### config.mk
export PLATFORM = sky130hd
export DESIGN_NAME = editor_input_scheduler
export DESIGN_NICKNAME = d
export VERILOG_FILES = /design/src/rtl/editor_pkg.sv /design/src/rtl/scan_code_fifo.sv /design/src/rtl/editor_input_scheduler.sv
export SDC_FILE = /design/constraint.sdc
export NUM_CORES = 1
export LEC_CHECK = 0
export CAP_MARGIN = 20
export CORE_UTILIZATION = 55
export DETAILED_ROUTE_END_ITERATION = 8
export GPL_ROUTABILITY_DRIVEN = 0
export GPL_TIMING_DRIVEN = 1
export PLACE_DENSITY_LB_ADDON = 0.05
export SLEW_MARGIN = 20
export SYNTH_ARGS = -nofsm -noshare
export SYNTH_HDL_FRONTEND = slang
export SYNTH_SLANG_ARGS = --single-unit
### constraint.sdc
create_clock -name clk -period 5.45 [get_ports clk]
set_clock_uncertainty 0.2 [all_clocks]
set_input_delay 1.09 -clock clk [delete_from_list [all_inputs] [get_ports clk]]
set_output_delay 1.09 -clock clk [all_outputs]
set_load 0.02 [all_outputs]
### src/rtl/editor_pkg.sv
// editor_pkg: constants and types shared by the editor input scheduler.
//   - PS/2 set-2 scan-code constants (prefix bytes, arrow keys, backspace)
//   - scan parser state type
//   - arbiter command-select enum
package editor_pkg;

  localparam logic [7:0] SC_BREAK = 8'hF0;
  localparam logic [7:0] SC_EXT   = 8'hE0;
  localparam logic [7:0] SC_LEFT  = 8'h6B;
  localparam logic [7:0] SC_RIGHT = 8'h74;
  localparam logic [7:0] SC_UP    = 8'h75;
  localparam logic [7:0] SC_DOWN  = 8'h72;
  localparam logic [7:0] SC_BKSP  = 8'h66;

  typedef enum logic [1:0] {
    PS_IDLE,
    PS_EXT,
    PS_BRK,
    PS_EXTBRK
  } parse_state_e;

  typedef enum logic [2:0] {
    CMD_NONE,
    CMD_LOAD,
    CMD_SAVE,
    CMD_PREV,
    CMD_NEXT,
    CMD_KEY
  } cmd_sel_e;

endpackage

### src/rtl/scan_code_fifo.sv
// scan_code_fifo: synchronous 8-bit FIFO holding parsed make codes.
//   clk, rst      : clock, asynchronous active-high reset
//   push, din     : write request and data
//   pop, dout     : read request and head data (dout is the current head)
//   full, empty   : status
//   level         : number of stored entries
// A push while full is accepted when a pop happens in the same cycle.
module scan_code_fifo #(
  parameter int DEPTH = 4,
  localparam int AW = $clog2(DEPTH)
) (
  input  logic          clk,
  input  logic          rst,
  input  logic          push,
  input  logic [7:0]    din,
  input  logic          pop,
  output logic [7:0]    dout,
  output logic          full,
  output logic          empty,
  output logic [AW:0]   level
);

  logic [7:0]  mem_q [DEPTH];
  logic [AW-1:0] wr_q, wr_d, rd_q, rd_d;
  logic [AW:0] level_q, level_d;
  logic push_ok, pop_ok;

  assign full  = (level_q == (AW+1)'(DEPTH));
  assign empty = (level_q == '0);
  assign dout  = mem_q[rd_q];
  assign level = level_q;

  always_comb begin
    pop_ok  = pop && !empty;
    push_ok = push && (!full || pop_ok);
    wr_d    = push_ok ? wr_q + AW'(1) : wr_q;
    rd_d    = pop_ok ? rd_q + AW'(1) : rd_q;
    level_d = level_q;
    if (push_ok && !pop_ok) level_d = level_q + (AW+1)'(1);
    else if (pop_ok && !push_ok) level_d = level_q - (AW+1)'(1);
  end

  always_ff @(posedge clk or posedge rst) begin
    if (rst) begin
      wr_q    <= '0;
      rd_q    <= '0;
      level_q <= '0;
    end else begin
      wr_q    <= wr_d;
      rd_q    <= rd_d;
      level_q <= level_d;
    end
  end

  // Storage needs no reset; only slots behind a valid pointer are ever read out.
  always_ff @(posedge clk) begin
    if (push_ok) mem_q[wr_q] <= din;
  end

endmodule

### src/rtl/editor_input_scheduler.sv
// editor_input_scheduler: front end of the sentence editor.
//   clk, reset            : clock, asynchronous active-high reset
//   enable                : issue permission (parsing/capture always run)
//   scan_byte, scan_valid : PS/2 receiver byte stream
//   btn_prev/next/save/load : debounced button levels
//   keyboard              : make code for one cycle, else 8'h00
//   prevWord/nextWord/save/load : one-cycle command pulses
//   fifo_level            : queued key codes
//   overflow              : sticky key-drop flag
module editor_input_scheduler
  import editor_pkg::*;
#(
  parameter int FIFO_DEPTH = 4,
  parameter int GAP        = 0,
  localparam int LW = $clog2(FIFO_DEPTH) + 1
) (
  input  logic          clk,
  input  logic          reset,
  input  logic          enable,
  input  logic [7:0]    scan_byte,
  input  logic          scan_valid,
  input  logic          btn_prev,
  input  logic          btn_next,
  input  logic          btn_save,
  input  logic          btn_load,
  output logic [7:0]    keyboard,
  output logic          prevWord,
  output logic          nextWord,
  output logic          save,
  output logic          load,
  output logic [LW-1:0] fifo_level,
  output logic          overflow
);

  localparam int GW = (GAP > 0) ? $clog2(GAP + 1) : 1;

  parse_state_e ps_q, ps_d;
  cmd_sel_e     sel;
  logic [7:0]   held_q, held_d;
  logic [3:0]   btn_now, btn_hist_q, rise, pend_q, pend_d, eff, win;
  logic [GW-1:0] gap_q, gap_d;
  logic         ovf_q, ovf_d;
  logic [7:0]   kb_q, kb_d;
  logic [3:0]   cmd_q, cmd_d;
  logic         push, pop, is_make;
  logic         fifo_full, fifo_empty;
  logic [7:0]   fifo_dout;

  // Button vector order: [3]=load [2]=save [1]=prev [0]=next (priority high to low).
  assign btn_now = {btn_load, btn_save, btn_prev, btn_next};
  assign rise    = btn_now & ~btn_hist_q;
  // A rise is eligible in the same cycle it is seen, giving t+1 pulse latency.
  assign eff     = pend_q | rise;

  always_comb begin
    sel = CMD_NONE;
    if (enable && gap_q == '0) begin
      if (eff[3])           sel = CMD_LOAD;
      else if (eff[2])      sel = CMD_SAVE;
      else if (eff[1])      sel = CMD_PREV;
      else if (eff[0])      sel = CMD_NEXT;
      else if (!fifo_empty) sel = CMD_KEY;
    end
  end

  always_comb begin
    win    = {sel == CMD_LOAD, sel == CMD_SAVE, sel == CMD_PREV, sel == CMD_NEXT};
    pop    = (sel == CMD_KEY);
    // A rise that itself won the slot is consumed; a rise landing on a flag that
    // was already pending and just got cleared re-arms it.
    pend_d = (pend_q & ~win) | (rise & ~(win & ~pend_q));
    if (sel != CMD_NONE)  gap_d = GW'(GAP);
    else if (gap_q != '0) gap_d = gap_q - GW'(1);
    else                  gap_d = gap_q;
    kb_d  = pop ? fifo_dout : 8'h00;
    cmd_d = win;
  end

  always_comb begin
    ps_d    = ps_q;
    held_d  = held_q;
    is_make = 1'b0;
    if (scan_valid) begin
      case (ps_q)
        PS_IDLE: begin
          if (scan_byte == SC_BREAK)    ps_d = PS_BRK;
          else if (scan_byte == SC_EXT) ps_d = PS_EXT;
          else                          is_make = 1'b1;
        end
        PS_EXT: begin
          if (scan_byte == SC_BREAK) ps_d = PS_EXTBRK;
          else begin
            is_make = 1'b1;
            ps_d    = PS_IDLE;
          end
        end
        default: begin
          if (scan_byte == held_q) held_d = 8'h00;
          ps_d = PS_IDLE;
        end
      endcase
    end
    push = is_make && (scan_byte != held_q);
    if (push) held_d = scan_byte;
    ovf_d = ovf_q | (push && fifo_full && !pop);
  end

  always_ff @(posedge clk or posedge reset) begin
    if (reset) begin
      ps_q       <= PS_IDLE;
      held_q     <= 8'h00;
      btn_hist_q <= '0;
      pend_q     <= '0;
      gap_q      <= '0;
      ovf_q      <= 1'b0;
      kb_q       <= 8'h00;
      cmd_q      <= '0;
    end else begin
      ps_q       <= ps_d;
      held_q     <= held_d;
      btn_hist_q <= btn_now;
      pend_q     <= pend_d;
      gap_q      <= gap_d;
      ovf_q      <= ovf_d;
      kb_q       <= kb_d;
      cmd_q      <= cmd_d;
    end
  end

  scan_code_fifo #(.DEPTH(FIFO_DEPTH)) u_fifo (
    .clk   (clk),
    .rst   (reset),
    .push  (push),
    .din   (scan_byte),
    .pop   (pop),
    .dout  (fifo_dout),
    .full  (fifo_full),
    .empty (fifo_empty),
    .level (fifo_level)
  );

  assign keyboard = kb_q;
  assign load     = cmd_q[3];
  assign save     = cmd_q[2];
  assign prevWord = cmd_q[1];
  assign nextWord = cmd_q[0];
  assign overflow = ovf_q;

endmodule

==> results.yml, run 1 <==
logic_synthesis:
  synth_commonest_cells: "38 x dfrtp_1, 32 x edfxtp_1, 12 x nor2_1, 12 x nor2b_1, 11 x xor2_1"
  synth-edff-count: 32
  synth_fp_nets: 219
  synth_area_um2: 2930
  postSynthCellCount: 197
  yosys-top-cells-area: "edfxtp_1 33%, dfrtp_1 32%, mux4_2 6.1%"
  synth_seq_area_share_pct: 65.2
  synth_simple_gate_area_share_pct: 9.94
  yosysWarnings: 0
  syn_area_per_cell_um2: 14.9
  synth-seq-cells: 70
  synth_top_area_share_pct: 32.8
  yosys.area_share.xor_xnor_pct: 4.18
  yosysTopAreaCell: "edfxtp_1"
  synthMuxAreaShare_pct: 7.04
  synth_adder_area_share_pct: 3.50
  synth_ff_type: "dfrtp_1"
  synth_top_family_by_area: "simple AND/OR/NAND/NOR gates"
  async_flop_share_pct: 54.3
  ys_types: 41
  synth_compound_area_share_pct: 7.76
  yosysMostFrequentCell: "dfrtp_1"
detailed_routing:
  drt-met1-wl_um: 2490
  highest_layer: "met4"
  first_pass_iters: 4
  vias_per_cell: 5.38
  drtIter0Drc: 111
  wirelength_um: 5260
  drc_errors: 0
  dr_total_vias: 1658
  wl_met3_um: 142
  wl_met2_um: 2540
  avgRoutedWirePerCell_um: 17.1
  postRouteAntennaNets: 0
die:
  start_util_pct: 57.4
  die_h_um: 75.0
  ioPinCount: 32
  dieArea_um2: 5630
  die_x_um: 75.0
  core_um2: 5110
  row_count: 26
clock_network:
  cts_root_buffer: "clkbuf_8"
  clock_latency_ps: 330
  htreeDepth: 3
  cts_buffer_depth: 2
  post_cts_resized: 0
  cts.sinks: 70
  numCtsBuffers: 9
  cts_hold_buf: 0
  cts_tree: "done"
  path_clk_slew_ps: 70
  cts_setup_buffers: 0
critical_path:
  critPathBufInv: 2
  crit_family: "simple AND/OR/NAND/NOR gates"
  start_kind: "input port"
  cp-startpoint: "scan_byte[4]"
  path_class: "input port to flop"
  slowest_stage: "clkdlybuf4s50_1"
  reg2reg_slack_ps: 2470
  worstSetupEndpointType: "flop"
  worstPathArrival_ps: 3970
  crit_fanout: 12
  cp_cell_sequence: "clkdlybuf4s50_1, xor2_1, nor4_1, nand2_1, and3b_1, ha_1, inv_1, fa_1, mux2_2"
  reg2reg_from: "pend_q[3]"
  max_stage_delay_ps: 620
  reg2reg_to: "u_fifo.level[1]"
  worstPathRequired_ps: 5460
  reg2regPathDepth: 6
global_routing:
  grt_remaining_overflow: 0
  grt_use_total_pct: 21.9
  antenna_found_initial: 0
  grt_pass1_wl_um: 8600
  grt_max_degree: 39
  grt_pass1_vias: 1750
worst_hold_path:
  hold_depth: 1
  min_to: "overflow"
  hold_class: "flop to flop"
  hold_path_startpoint: "overflow"
timing:
  hold_viol_final: 0
  period_needed_ps: 3960
  setup_violations: 0
  drv_slew: 0
  slew_headroom_pct: 59.5
  max_freq_mhz: 253
  worst_pin_slew_ps: 608
  finalCritPeriodShare_pct: 72.6
  rsz0062_at_grt: "false"
  tns_ps: 0
cells_and_area:
  num-nets-final: 255
  post-route-util_pct: 68.7
  antenna_cells: 0
  fillerInstances: 357
  drive_gt1_share_pct: 16.0
  syn_to_final_growth_pct: 19.5
job:
  drv_cap: 0
placed_design:
  hpwl_um: 3490
  io_buffers: 31
power_and_ir_drop:
  leakagePower_uw: 0.00140
  power_density_nw_per_um2: 414
  worst_ir_drop_vdd_v: 0.000271
run_status:
  outcome: "finished clean"
per-layer routing:
layer	vias up	GRT usage [%]
met5	-	0
met4	0	10.3
met3	7	5.49
met2	33	33.6
met1	825	29.6
li1	793	-
where the power goes:
part	switching, µW	internal, µW	leakage, µW
combinational	140	162	0.000520
sequential	68.9	646	0.000772
clock	180	255	0.000105
total	389	1060	0.00140
kinds of logic after synthesis:
family                   after synthesis
AO/OA/AOI/OAI                         29
flip-flops                            70
XOR/XNOR                              14
buffers and inverters                 16
AND/OR/NAND/NOR                       50
multiplexers                          10
adder cells (fa/ha/maj)                8
layout make-up:
type / count / area (µm²) / area share, %
Inverter: 9 / 33.8 / 0.963
Clock inverter: 5 / 73.8 / 2.10
Clock buffer: 11 / 131 / 3.75
Sequential cell: 70 / 1910 / 54.5
Multi-Input combinational cell: 111 / 951 / 27.1
Timing Repair Buffer: 32 / 318 / 9.06
Tap cell: 70 / 87.6 / 2.50
metrics by stage:
| step | std cells | setup WS (ps) | instance area [µm²] | total power, µW | hold WS (ps) |
|---|---|---|---|---|---|
| final | 308 | 1490 | 3510 | 1450 | 283 |
| after global routing | 308 | 1320 | 3510 | 1530 | 307 |
| after CTS | 308 | 1500 | 3510 | 1470 | 284 |
| after detailed placement | 292 | 1160 | 3300 | 1030 | 263 |
| after global placement | 292 | 1260 | 3300 | 1010 | 260 |
| after floorplan | 197 | 2110 | 2930 | 925 | 307 |
worst max-delay path by stage:
stage	endpoint	slack, ps	cells past startpoint
after global placement	u_fifo.level[1]	1260	9
after global routing	u_fifo.level[1]	1320	8
final	u_fifo.level[1]	1490	9
after floorplan	u_fifo.level[1]	2110	9
after CTS	u_fifo.level[1]	1500	9
after detailed placement	u_fifo.level[1]	1160	9
layout by cell type (no fill, tap or decap), types with 2 or more instances in the layout:
| cell type | instances |
|---|---|
| dfrtp_1 | 38 |
| edfxtp_1 | 32 |
| clkdlybuf4s50_1 | 31 |
| nor2b_1 | 12 |
| nor2_1 | 12 |
| xor2_1 | 11 |
| a22o_1 | 10 |
| inv_1 | 9 |
| clkbuf_8 | 9 |
| mux4_2 | 8 |
| a21oi_1 | 5 |
| ha_1 | 5 |
| nand2_1 | 4 |
| nor3_1 | 4 |
| a22o_2 | 4 |
| and2_2 | 4 |
| nor4_1 | 3 |
| nand3_1 | 3 |
| xnor2_1 | 3 |
| nand2b_1 | 2 |
| nor4_2 | 2 |
| maj3_1 | 2 |
| bufinv_16 | 2 |
| clkinv_2 | 2 |
| clkbuf_1 | 2 |
registers in the layout, summed over array words and instances, names as in the netlist:
name and count:
btn_hist_q 4, cmd_q 4, held_q 8, keyboard 8, overflow 1, pend_q 4, ps_q 2, u_fifo.level 3
u_fifo.mem_q 32, u_fifo.rd_q 2, u_fifo.wr_q 2
No activity file was read; power rests on OpenSTA's default activity.
==> inputs of run 2 (changes only) <==
CORE_UTILIZATION = 50   (was 55)
clock period = 3.29 ns   (was 5.45 ns; I/O delays follow)
==> run 2 against run 1 <==
Combinational power is 73% higher. Die area is 9.7% higher. Sequential share of layout area is 2.5 points lower. Hold slack better by 6.9 ps. Global-route usage is 2.2 points lower. Critical path type unchanged. Critical endpoint unchanged.
==> results.yml, run 2 (synthesis gave the netlist of run 1 again) <==
die:
  die_x_um: 78.6
  die_h_um: 78.6
  dieArea_um2: 6180
  start_util_pct: 52.6
  core_um2: 5570
  ioPinCount: 32
  row_count: 27
power_and_ir_drop:
  finalPower_uw: 2520
  worst_ir_drop_vdd_v: 0.000492
  power_density_nw_per_um2: 686
  leakagePower_uw: 0.00149
timing:
  tns_ps: 0
  max_freq_mhz: 325
  period_needed_ps: 3080
  drv_slew: 0
  rsz0062_at_grt: "false"
  setup_violations: 0
  slew_headroom_pct: 60.9
  worst_pin_slew_ps: 586
  finalCritPeriodShare_pct: 93.6
  hold_viol_final: 0
cells_and_area:
  num-nets-final: 273
  stdcell_count: 328
  syn_to_final_growth_pct: 25.4
  post-route-util_pct: 66.0
  layout_common_cells: "38 x dfrtp_1, 32 x edfxtp_1, 31 x clkdlybuf4s50_1"
  top_register: "u_fifo.mem_q"
  final_common_cell: "dfrtp_1"
  multiInputGateArea_um2: 951
  drive_gt1_share_pct: 22.7
  regArea_um2: 1910
  largest_reg_flops: 32
  fin_area_um2: 3680
  fillerInstances: 393
  antenna_cells: 0
detailed_routing:
  drc_errors: 0
  drtIter0Drc: 67
  postRouteAntennaNets: 0
  dr_total_vias: 1756
  wirelength_um: 5300
  vias_per_cell: 5.35
  first_pass_iters: 4
  avgRoutedWirePerCell_um: 16.2
global_routing:
  grt_max_degree: 39
  grt_remaining_overflow: 0
  grt_pass1_vias: 1829
  antenna_found_initial: 0
  grt_use_total_pct: 19.7
  grt_pass1_wl_um: 8860
critical_path:
  worstSetupEndpointType: "flop"
  slowest_stage: "clkdlybuf4s50_1"
  max_stage_delay_ps: 560
  worstPathArrival_ps: 3090
  path_class: "input port to flop"
  worstPathRequired_ps: 3300
  cp_cell_sequence: "clkdlybuf4s50_1, xor2_1, nor4_1, nand2_1, and3b_1, ha_1, inv_1, fa_1, mux2_2"
  crit_fanout: 7
  start_kind: "input port"
clock_network:
  cts_setup_buffers: 0
  cts_root_buffer: "clkbuf_8"
  post_cts_resized: 0
  path_clk_slew_ps: 70
  cts_buffer_depth: 2
  cts_hold_buf: 0
  htreeDepth: 3
  numCtsBuffers: 9
  clock_latency_ps: 330
  cts.sinks: 70
  cts_tree: "done"
worst_hold_path:
  hold_class: "flop to flop"
placed_design:
  dp_cells: 312
  hpwl_um: 3730
  placed_area_um2: 3440
  io_buffers: 31
job:
  drv_cap: 0
run_status:
  outcome: "finished clean"
[run 2: changes by cell type in the layout (fill, tap and decap cells not counted), sizes merged]
cell      previous run  this run
clkbuf              11        10
clkinvlp             0         1
buf                  1        19
bufinv               2         3
clkinv               3         2
[run 2: cell type report]
class | instances | share of cell area [%]
Sequential cell | 70 | 52.0
Multi-Input combinational cell | 111 | 25.9
Timing Repair Buffer | 50 | 12.3
Clock buffer | 10 | 3.47
Clock inverter | 6 | 3.03
Tap cell | 72 | 2.45
Inverter | 9 | 0.918
[run 2: stage by stage]
stage | setup WS, ps | hold slack (ps)
6_report | 210 | 289
5_1_grt | 70.8 | 318
4_1_cts | 200 | 285
3_5_place_dp | -157 | 264
3_3_place_gp | -92.3 | 259
2_1_floorplan | 382 | 307
[run 2: worst paths after layout]
kind,startpoint,endpoint,slack [ps],cells past startpoint
worst max register to register,held_q[3],u_fifo.level[1],720,8
worst max-delay path,scan_byte[3],u_fifo.level[1],210,9
max in group asynchronous,reset,ps_q[1],2000,3
worst min register to register,overflow,overflow,290,1
worst min-delay path,overflow,overflow,290,1
min in group asynchronous,reset,keyboard[3],540,3
[run 2: critical path: cells and delay by family]
| family | cells | cell delay, ps |
|---|---|---|
| XOR/XNOR | 1 | 210 |
| adder cells (fa/ha/maj) | 2 | 600 |
| buffers and inverters | 2 | 630 |
| multiplexers | 1 | 260 |
| AND/OR/NAND/NOR | 3 | 730 |
[run 2: routing by layer]
metal / track usage, % / up-vias / part of all wire (%)
met5: 0 / - / 0
met4: 10.6 / 0 / 0.98
met3: 3.60 / 5 / 3.8
met2: 32.2 / 41 / 51
met1: 24.8 / 879 / 44
li1: - / 831 / -
[run 2: power breakdown]
part	switching (µW)	internal (µW)	leakage [µW]
combinational	232	291	0.000606
clock	312	504	0.000116
sequential	112	1070	0.000772
total	656	1870	0.00149
==> RTL edit, RTL diff (settings of run 2) <==
Add an input register stage for `scan_byte`, cleared by the reset; this delays it by one clock. The other inputs are not delayed to match.
--- a/src/rtl/editor_input_scheduler.sv
+++ b/src/rtl/editor_input_scheduler.sv
@@ -33,6 +33,16 @@
 );
 
   localparam int GW = (GAP > 0) ? $clog2(GAP + 1) : 1;
+
+  logic [7:0] scan_byte_q;
+
+  always_ff @(posedge clk or posedge reset) begin
+    if (reset) begin
+      scan_byte_q <= '0;
+    end else begin
+      scan_byte_q <= scan_byte;
+    end
+  end
 
   parse_state_e ps_q, ps_d;
   cmd_sel_e     sel;
@@ -83,25 +93,25 @@
     if (scan_valid) begin
       case (ps_q)
         PS_IDLE: begin
-          if (scan_byte == SC_BREAK)    ps_d = PS_BRK;
-          else if (scan_byte == SC_EXT) ps_d = PS_EXT;
+          if (scan_byte_q == SC_BREAK)    ps_d = PS_BRK;
+          else if (scan_byte_q == SC_EXT) ps_d = PS_EXT;
           else                          is_make = 1'b1;
         end
         PS_EXT: begin
-          if (scan_byte == SC_BREAK) ps_d = PS_EXTBRK;
+          if (scan_byte_q == SC_BREAK) ps_d = PS_EXTBRK;
           else begin
             is_make = 1'b1;
             ps_d    = PS_IDLE;
           end
         end
         default: begin
-          if (scan_byte == held_q) held_d = 8'h00;
+          if (scan_byte_q == held_q) held_d = 8'h00;
           ps_d = PS_IDLE;
         end
       endcase
     end
-    push = is_make && (scan_byte != held_q);
-    if (push) held_d = scan_byte;
+    push = is_make && (scan_byte_q != held_q);
+    if (push) held_d = scan_byte_q;
     ovf_d = ovf_q | (push && fifo_full && !pop);
   end
 
@@ -131,7 +141,7 @@
     .clk   (clk),
     .rst   (reset),
     .push  (push),
-    .din   (scan_byte),
+    .din   (scan_byte_q),
     .pop   (pop),
     .dout  (fifo_dout),
     .full  (fifo_full),
Behaviour: not the same (Yosys sat finds a counterexample within 4 cycles, from zero or initial values and one cycle with reset high).
==> RTL edit against run 2 <==
Synthesized cell count decreased by 6.1%; total power rose by 0.17%; final cell count shrank 6.7%; via count is 11% lower; sequential cell count grew 8; final area decreased by 0.37%; setup slack better by 0.098 ns; register-to-register slack got worse by 0.03 ns; clock power shrank 4.2%; wire length is 9.0% lower; synthesized area up 3.0%; fmax increased by 3.3%; critical endpoint is now u_fifo.level[2]; highest routed layer unchanged.
==> RTL edit: results (changes against run 2) <==
Status
  – Status: complete, no violations (unchanged)

Global routing
  – Largest net degree at the start of global routing: 47 (was 39)
  – Global-route wire length before repair: 8080 µm (was 8860 µm)
  – Vias in the first global route: 1664 (was 1829)
  – GRT Overall Usage: 0.176 (was 0.197)

Cells and area
  – Share of layout cells above drive strength 1: 0.162 (was 0.227)
  – Fillcell total: 416 (was 393)
  – Fin nets: 251 (was 273)

Critical path
  – Max FO, Critical Path: 5 (was 7)
  – CP max stage delay: 0.41 ns (was 0.56 ns)
  – Crit path DAT: 3.04 ns (was 3.09 ns)

Routing
  – DR vias/cell: 5.13 (was 5.35)
  – Final wirelength: 4830 µm (was 5300 µm)
  – Initial DRC Count: 73 (was 67)

Synthesis
  – Commonest cells post-synth: dfrtp_1, edfxtp_1, nor2_1 (was dfrtp_1, edfxtp_1, nor2_1, nor2b_1, xor2_1)
  – Register area share after synthesis: 0.699 (was 0.652)
  – Main area contributors after synthesis: dfrtp_1, edfxtp_1, mux4_2 (was edfxtp_1, dfrtp_1, mux4_2)
  – Adder-Cell Fraction of Synth Area: 0.0406 (was 0.0350)
  – Syn_nets: 207 (was 219)
  – Post-synthesis mux area share: 0.0671 (was 0.0704)
  – Compound-gate portion of the synthesized area: 0.0518 (was 0.0776)
  – Netlist cell types: 35 (was 41)

Power
  – Peak supply drop: 0.534 mV (was 0.492 mV)

Timing
  – Slew margin rel.: 0.611 (was 0.609)

Floorplan
  – Die area: 6360 µm² (was 6180 µm²)

Clocking
  – Clk buf depth: 2 (unchanged)

Place
  – Placed Instance Area: 3440 µm² (about the same)
  – Dpl hpwl: 3320 µm (was 3730 µm)
## RTL edit: cell count changes after synthesis, moves of 4 or more
cell	delta
a21oi_1	-5
a22o_2	-4
and2_1	+4
and2_2	-4
dfrtp_1	+8
xnor2_1	+8
xor2_1	-8
## RTL edit: stage by stage
step | instances | TNS [ns] | hold slack (ns)
final | 306 | 0 | 0.285
after global routing | 306 | 0 | 0.313
after CTS | 306 | 0 | 0.289
after detailed placement | 290 | -0.00958 | 0.271
after global placement | 290 | 0 | 0.261
after floorplan | 185 | 0 | 0.286
## RTL edit: worst paths after layout
path	from	end	slack, ns
max	btn_save	u_fifo.level[2]	0.31
min	overflow	overflow	0.28
max reg2reg	scan_byte_q[1]	u_fifo.level[1]	0.69
min reg2reg	overflow	overflow	0.28
max in group asynchronous	reset	held_q[7]	1.93
min in group asynchronous	reset	keyboard[0]	0.56
## RTL edit: where the power goes
group | switching (mW) | internal, mW | total [mW] | leakage, nW
registers | 0.109 | 1.17 | 1.28 | 0.864
logic | 0.215 | 0.248 | 0.463 | 0.460
clock network | 0.352 | 0.429 | 0.782 | 0.106
total | 0.676 | 1.85 | 2.53 | 1.43
## RTL edit: final cells by class
| cell class | instances | share of cell area |
|---|---|---|
| tap | 72 | 0.0246 |
| clock inverter | 7 | 0.0266 |
| clock buffer | 9 | 0.0338 |
| multi-input combinational | 96 | 0.235 |
| sequential | 78 | 0.576 |
| inverter | 7 | 0.00717 |
| timing repair buffer | 37 | 0.0970 |
## RTL edit: layer usage
metal	GRT usage	vias to the layer above	wire [µm]
met5	0	-	0
li1	-	753	-
met4	0.0911	0	85
met2	0.282	33	2340
met1	0.226	775	2250
met3	0.0389	8	142
